[config.mk]
export PLATFORM = sky130hd
export DESIGN_NAME = carry_select_carry_seq
export DESIGN_NICKNAME = d
export VERILOG_FILES = /design/src/rtl/carry_select_carry_seq_pkg.sv /design/src/rtl/carry_select_carry_base.sv /design/src/rtl/carry_select_carry_seq.sv
export SDC_FILE = /design/constraint.sdc
export NUM_CORES = 1
export LEC_CHECK = 0
export ABC_AREA = 1
export BUFFER_PORTS_ARGS = -buffer_cell sky130_fd_sc_hd__buf_2
export CAP_MARGIN = 0
export CORE_ASPECT_RATIO = 1.75
export CORE_MARGIN = 1.5
export CORE_UTILIZATION = 55
export CTS_CLUSTER_DIAMETER = 100
export DETAILED_ROUTE_END_ITERATION = 6
export GPL_TIMING_DRIVEN = 0
export PLACE_DENSITY_LB_ADDON = 0.05
export REMOVE_ABC_BUFFERS = 1
export SETUP_SLACK_MARGIN = 0.4
export SYNTH_ARGS = -nofsm -noshare
export SYNTH_HDL_FRONTEND = slang
export SYNTH_HIERARCHICAL = 1
export SYNTH_SLANG_ARGS = --single-unit
[constraint.sdc]
create_clock -name clk -period 2.1 [get_ports clk]
set_input_delay 0.525 -clock clk [delete_from_list [all_inputs] [get_ports clk]]
set_output_delay 0.525 -clock clk [all_outputs]
set_load 0.02 [all_outputs]
[src/rtl/carry_select_carry_seq_pkg.sv]
// Shared constants and FSM encoding for the block-serial carry-select carry stage.
package carry_select_carry_seq_pkg;

    localparam int CSC_BLOCK_LEN  = 4;
    localparam int CSC_NUM_BLOCKS = 4;

    typedef enum logic {
        CSC_IDLE = 1'b0,
        CSC_RUN  = 1'b1
    } csc_state_t;

endpackage

[src/rtl/carry_select_carry_base.sv]
// Combinational slice carry logic: per-bit carry vector for the actual carry-in,
// plus block carry-out precomputed for carry-in 0 and carry-in 1.
module carry_select_carry_base
    import carry_select_carry_seq_pkg::*;
#(
    parameter int BLOCK_LEN = CSC_BLOCK_LEN
) (
    input  logic [BLOCK_LEN-1:0] a,
    input  logic [BLOCK_LEN-1:0] b,
    input  logic                 cin,
    output logic [BLOCK_LEN-1:0] out_c,
    output logic                 cout0,
    output logic                 cout1
);

    logic [BLOCK_LEN-1:0] g;
    logic [BLOCK_LEN-1:0] p;

    assign g = a & b;
    assign p = a ^ b;

    always_comb begin
        out_c    = '0;
        out_c[0] = cin;
        for (int i = 1; i < BLOCK_LEN; i++) begin
            out_c[i] = g[i-1] | (p[i-1] & out_c[i-1]);
        end
    end

    // Two independent ripples so the block-to-block carry only costs a 2:1 select.
    always_comb begin
        cout0 = 1'b0;
        cout1 = 1'b1;
        for (int i = 0; i < BLOCK_LEN; i++) begin
            cout0 = g[i] | (p[i] & cout0);
            cout1 = g[i] | (p[i] & cout1);
        end
    end

endmodule

[src/rtl/carry_select_carry_seq.sv]
// Block-serial carry stage: latches a full-width operand pair, then emits one
// slice per beat with its per-bit carry vector; final carry lands on out_cout.
module carry_select_carry_seq
    import carry_select_carry_seq_pkg::*;
#(
    parameter int  BLOCK_LEN  = CSC_BLOCK_LEN,
    parameter int  NUM_BLOCKS = CSC_NUM_BLOCKS,
    localparam int WIDTH      = BLOCK_LEN * NUM_BLOCKS,
    localparam int IDX_W      = $clog2(NUM_BLOCKS)
) (
    input  logic                 clk,
    input  logic                 rst_n,
    input  logic                 in_valid,
    output logic                 in_ready,
    input  logic [WIDTH-1:0]     in_a,
    input  logic [WIDTH-1:0]     in_b,
    input  logic                 in_cin,
    output logic                 out_valid,
    input  logic                 out_ready,
    output logic [BLOCK_LEN-1:0] out_a,
    output logic [BLOCK_LEN-1:0] out_b,
    output logic [BLOCK_LEN-1:0] out_c,
    output logic [IDX_W-1:0]     out_idx,
    output logic                 out_last,
    output logic                 out_cout,
    output csc_state_t           dbg_state
);

    // Handshakes: a transfer happens on a rising edge where valid and ready are
    // both high; valid never depends on ready, and a stalled beat holds every out_* bit.

    localparam logic [IDX_W-1:0] LAST_IDX = IDX_W'(NUM_BLOCKS - 1);

    csc_state_t       state;
    logic [WIDTH-1:0] op_a;
    logic [WIDTH-1:0] op_b;
    logic             carry_reg;
    logic [IDX_W-1:0] idx;
    logic             cout_reg;

    logic cout0;
    logic cout1;
    logic blk_cout;

    // Operands shift down one slice per beat, so the current slice is always the low bits.
    carry_select_carry_base #(
        .BLOCK_LEN(BLOCK_LEN)
    ) u_base (
        .a    (op_a[BLOCK_LEN-1:0]),
        .b    (op_b[BLOCK_LEN-1:0]),
        .cin  (carry_reg),
        .out_c(out_c),
        .cout0(cout0),
        .cout1(cout1)
    );

    assign blk_cout = carry_reg ? cout1 : cout0;

    always_ff @(posedge clk or negedge rst_n) begin
        if (!rst_n) begin
            state     <= CSC_IDLE;
            op_a      <= '0;
            op_b      <= '0;
            carry_reg <= 1'b0;
            idx       <= '0;
            cout_reg  <= 1'b0;
        end else begin
            case (state)
                CSC_IDLE: begin
                    if (in_valid) begin
                        op_a      <= in_a;
                        op_b      <= in_b;
                        carry_reg <= in_cin;
                        idx       <= '0;
                        state     <= CSC_RUN;
                    end
                end
                CSC_RUN: begin
                    if (out_ready) begin
                        carry_reg <= blk_cout;
                        op_a      <= op_a >> BLOCK_LEN;
                        op_b      <= op_b >> BLOCK_LEN;
                        if (idx == LAST_IDX) begin
                            cout_reg <= blk_cout;
                            idx      <= '0;
                            state    <= CSC_IDLE;
                        end else begin
                            idx <= idx + 1'b1;
                        end
                    end
                end
                default: state <= CSC_IDLE;
            endcase
        end
    end

    assign in_ready  = (state == CSC_IDLE);
    assign out_valid = (state == CSC_RUN);
    assign out_a     = op_a[BLOCK_LEN-1:0];
    assign out_b     = op_b[BLOCK_LEN-1:0];
    assign out_idx   = idx;
    assign out_last  = (state == CSC_RUN) && (idx == LAST_IDX);
    assign out_cout  = cout_reg;
    assign dbg_state = state;

endmodule

# Word-level counts from Yosys, hierarchy flattened
# Cells that the tools add are included.
# totals
reg_bits	37
wordCells	53
inputBits	37
out_inout_bits	19
# classes
n_eq_ne	3
n_reduce_logical	3
bitwise_logic	22
addsub	1
mux	18
# ops
op	count
two-way mux 16 bit	4
one-hot mux 16 bit (2 select lines)	2
bitwise OR 1 bit	10
AND 1 bit	9
two-way mux 1 bit	6
two-way mux 2 bit	3
AND 4 bit	1
!= test 2 bit (second input constant)	2
one-hot mux 1 bit (2 select lines)	2
one-hot mux 2 bit (2 select lines)	1
XOR 4 bit	1
AND reduction 3 bit	1
adder 2 x 1 -> 2 bit (second input constant)	1
== test 2 bit (second input constant)	1
AND reduction 2 bit	1
logical AND 1 bit	1
NOT 1 bit	1

# Depth between registers and ports, before layout
# logic_depth
word_depth	11
mapped_depth	13
depth_no_buf	13

# Hierarchy
# Netlist, hierarchy kept.
# by_module_without_submodules
module	cells_per_inst	instances	area_per_inst_um2	seq_area_each_um2
carry_select_carry_seq	256	1	1856.8	925.9
carry_select_carry_base	31	1	185.2	0.0

# Least setup slack after synthesis
# OpenSTA, ideal clock, no wires.
# synth_path
kind	reg2out
start	register op_a[0]
end	output out_c[3]
arrival_ns	1.239
t_required_ns	1.575
stages_incl_launch_ff	9
n_path_buf	0
slack_ns	0.336
cell_sequence	dfrtp_1 -> inv_1 -> ha_1 -> nand2_1 -> nand2_2 -> nand2_2 -> nand2_2 -> nand2_1 -> nand2_1
# synth_via
elab_chain_len	7
word_cells_on_any_way	8
classes_between	bitwise: 8
# synth_rtl
element	line	source
start, declared	carry_select_carry_seq.sv:35	logic [WIDTH-1:0] op_a;
start signal, assigned	carry_select_carry_seq.sv:71	op_a <= in_a;
start signal, assigned	carry_select_carry_seq.sv:81	op_a <= op_a >> BLOCK_LEN;
XOR 4 bit	carry_select_carry_base.sv:20	assign p = a ^ b;
AND 1 bit	carry_select_carry_base.sv:26	out_c[i] = g[i-1] | (p[i-1] & out_c[i-1]);
bitwise OR 1 bit *	carry_select_carry_base.sv:26	
named net out_c[1]	carry_select_carry_seq.sv:22	output logic [BLOCK_LEN-1:0] out_c,
AND 1 bit *	carry_select_carry_base.sv:26	
bitwise OR 1 bit *	carry_select_carry_base.sv:26	
named net out_c[2]	carry_select_carry_seq.sv:22	
AND 1 bit *	carry_select_carry_base.sv:26	
bitwise OR 1 bit *	carry_select_carry_base.sv:26	
end, declared	carry_select_carry_seq.sv:22	
# The timed path passes the listed nets; every way through them passes the cells marked *.

# Final worst setup path
# layout_path
start	register op_a[0]
end	output out_c[3]
# layout_via
elab_chain_len	7
word_cells_on_any_way	8
classes_between	bitwise: 8
# layout_rtl
element	line
XOR 4 bit	carry_select_carry_base.sv:20
AND 1 bit	carry_select_carry_base.sv:26
bitwise OR 1 bit *	carry_select_carry_base.sv:26
AND 1 bit *	carry_select_carry_base.sv:26
bitwise OR 1 bit *	carry_select_carry_base.sv:26
AND 1 bit *	carry_select_carry_base.sv:26
bitwise OR 1 bit *	carry_select_carry_base.sv:26
# Every way passes the cells marked *; elsewhere a longest branch is shown, timed or not.

==> key figures <==
Outcome
  • Status: completed

Layout
  • Share of layout cells above drive strength 1: 0.253
  • Ant diodes: 0
  • Register area: 930 sq um
  • Nets: 386
  • Final non-filler cell total: 390
  • Area Growth Syn to Fin: 21.6%
  • Area of the multi-input gates: 903 sq um
  • Design area: 0.00248 sq mm
  • Fill cells: 335

Global route
  • First-pass GRT wire length: 6620 um
  • Vias in the first global route: 1,585
  • Initial antenna violation count: 0
  • Largest net degree at the start of global routing: 38
  • Global route total overflow: 0
  • Gr usage total: 0.207

STA
  • Relative slew slack: 0.460
  • Fmax: 0.503 GHz
  • RSZ-0062 raised after global routing: true
  • Worst Max-Slew Pin Slew: 0.810 ns
  • Period utilisation layout: 0.947
  • Pins Over Slew Limit: 0
  • Final Hold Vio Count: 0
  • Final critical-path required period: 1.99 ns
  • Worst clock skew: 0.00553 ns
  • Setup violators final: 0

Worst setup path
  • Max stage delay cell, worst path: dfrtp_1
  • Setup crit end: out_c[3]
  • Crit-path leading delay family: flip-flops
  • Crit-path cells: inv_1 -> ha_1 -> nand2_1 -> nand2_2 -> nand2_2 -> nand2_2 -> nand2_1 -> nand2_1 -> buf_6
  • Reg2reg path depth: 6
  • Worst reg2reg path endpoint: op_a[15]$_DFFE_PN0P_
  • CP bufs+invs: 2
  • RR Startpoint: dbg_state$_DFF_PN0_
  • Critical Path Fanout Max: 3
  • Req. time, crit path: 1.57 ns
  • Startpoint Class: flip-flop
  • Setup Crit Path Kind: reg -> out
  • Crit path depth: 9
  • Worst Path Arrival: 1.46 ns
  • CP endpoint kind: primary output
  • R2r setup slk: 0.58 ns
  • Crit path launch: op_a[0]$_DFFE_PN0P_
  • Critical Path Max Stage Delay: 0.37 ns

Route
  • Via-to-Cell Ratio: 4.61
  • DRT iter0 DRCs: 57
  • Residual DRC: 0
  • Post-route ant nets: 0
  • DRT Pass-1 Iters: 4
  • Total vias in the final route: 1,799
  • DR WL/cell: 10.5 um
  • Routed WL: 4090 um

CTS
  • Clk buf depth: 2
  • Clk slew on worst S/H paths: 0.07 ns
  • Clk_lat worst skew: 0.28 ns
  • Total CTS buffers: 5
  • Clock Sinks: 37
  • Clock Tree Root: clkbuf_8
  • H-tree depth: 2
  • CTS tree: built

Power
  • Peak VDD IR: 1.09 mV
  • P_leak: 1.56 nW
  • Pwr dens: 1320 mW/mm^2

Yosys
  • Mapped Area: 0.00204 sq mm
  • Sequential fraction of the synthesis area: 0.453
  • Synth warn: 6
  • Syn Area/Cell: 7.11 sq um
  • Syn Inst Count: 287
  • FF+latch count, synth: 37
  • Unique cell type count in the Yosys netlist: 16

Placement
  • Cell Count Post-Placement: 368
  • Placer Congestion: 0.772
  • Placed cell areas: 0.00222 sq mm
  • Dpl hpwl: 2570 um
  • Port Buffers: 55

Floorplan
  • Placement Rows: 29
  • Die width: 49.1 um
  • Die H: 83.6 um
  • Area of the core: 0.00359 sq mm
  • Initial core utilization: 0.568
  • Io pins: 56
  • Die ar.: 0.00410 sq mm

Hold path
  • Hold/Removal Path Class: in -> async

Run
  • Max-cap viol count: 0
[cells by family (layout without fill, tap and decap cells)]
kind of cell | after synthesis | count (layout) | share of synthesized area
buffers and inverters | 34 | 91 | 0.110
flip-flops | 37 | 37 | 0.453
adder cells (fa/ha/maj) | 6 | 6 | 0.0368
AND/OR/NAND/NOR | 207 | 207 | 0.393
AO/OA/AOI/OAI | 3 | 3 | 0.00735
[how the worst min path moves through the flow]
stage | startpoint | end | slack, ns | cells after the start
finish | rst_n | out_idx[1]$_DFFE_PN0P_ | 0.32 | 1
global route | rst_n | out_idx[1]$_DFFE_PN0P_ | 0.40 | 1
CTS | rst_n | out_idx[1]$_DFFE_PN0P_ | 0.35 | 1
detailed placement | op_a[5]$_DFFE_PN0P_ | op_a[5]$_DFFE_PN0P_ | 0.46 | 2
global placement | op_b[7]$_DFFE_PN0P_ | op_b[7]$_DFFE_PN0P_ | 0.45 | 2
floorplan | rst_n | carry_reg$_DFFE_PN0P_ | 0.23 | 0
[report_power, final]
group,leakage (nW),internal (mW),switching [mW]
clock network,0.0585,0.387,0.232
logic,1.01,0.578,0.923
registers,0.488,0.975,0.178
total,1.56,1.94,1.33
[cell usage after synthesis]
library cell	number	area share
nand2_2	3	0.0092
bufinv_8	1	0.0086
inv_4	1	0.0031
inv_2	2	0.0037
ha_1	6	0.037
o21ai_0	1	0.0024
buf_2	4	0.0098
inv_1	10	0.018
a21oi_1	2	0.0049
nor2_1	3	0.0055
nand2_1	197	0.36
dfrtp_1	37	0.45
nand3_1	2	0.0049
buf_6	4	0.022
buf_4	12	0.044
nand2_4	2	0.011
[routing by layer]
| layer | up-vias | global-route usage | wire (um) |
|---|---|---|---|
| met4 | 0 | 0.0857 | 51 |
| met5 | - | 0 | 0 |
| met1 | 797 | 0.236 | 1760 |
| li1 | 957 | - | - |
| met2 | 41 | 0.372 | 2160 |
| met3 | 4 | 0.0341 | 130 |
[cell type report]
class	instances	area share
sequential	37	0.374
multi-input combinational	216	0.364
timing repair buffer	68	0.156
clock buffer	7	0.0348
inverter	14	0.0327
tap	46	0.0232
clock inverter	1	0.0121
timing repair inverter	1	0.00353
[cells in the final DEF, fill, tap and decap left out]
| master | instances |
|---|---|
| nand2_8 | 1 |
| a21oi_1 | 2 |
| clkbuf_1 | 1 |
| clkbuf_2 | 1 |
| inv_2 | 1 |
| buf_4 | 11 |
| inv_6 | 1 |
| clkinv_8 | 1 |
| o21ai_0 | 1 |
| ha_1 | 5 |
| ha_2 | 1 |
| nand2_1 | 197 |
| bufinv_8 | 1 |
| dfrtp_1 | 36 |
| dfrtp_4 | 1 |
| clkbuf_8 | 6 |
| nand2_2 | 3 |
| inv_1 | 10 |
| nand3_1 | 2 |
| inv_4 | 1 |
| buf_2 | 53 |
| nor2_1 | 3 |
| nand2_4 | 1 |
| buf_6 | 3 |
| bufinv_16 | 1 |
[through the flow]
step                      utilization  TNS [ns]  setup slack (ns)  hold slack, ns  total power [mW]
after CTS                       0.670         0             0.107           0.355              3.19
after detailed placement        0.618    -14.51            -0.441           0.459              2.45
final                           0.691         0             0.110           0.323              3.27
after global placement          0.618    -15.30            -0.447           0.453              2.42
after global routing            0.691         0            0.0200           0.400              3.54
after floorplan                     -     -2.79           -0.0892           0.229              2.06
[repair_timing]
item,4_1_cts,5_1_grt
pin swaps,1,1
hold endpoints to repair,0,0
gates cloned,0,1
buffers inserted,5,8
gates resized for setup,9,3
endpoints found under the setup margin,43,37
hold buffers,0,0
Power figures use the tool's default switching activity.
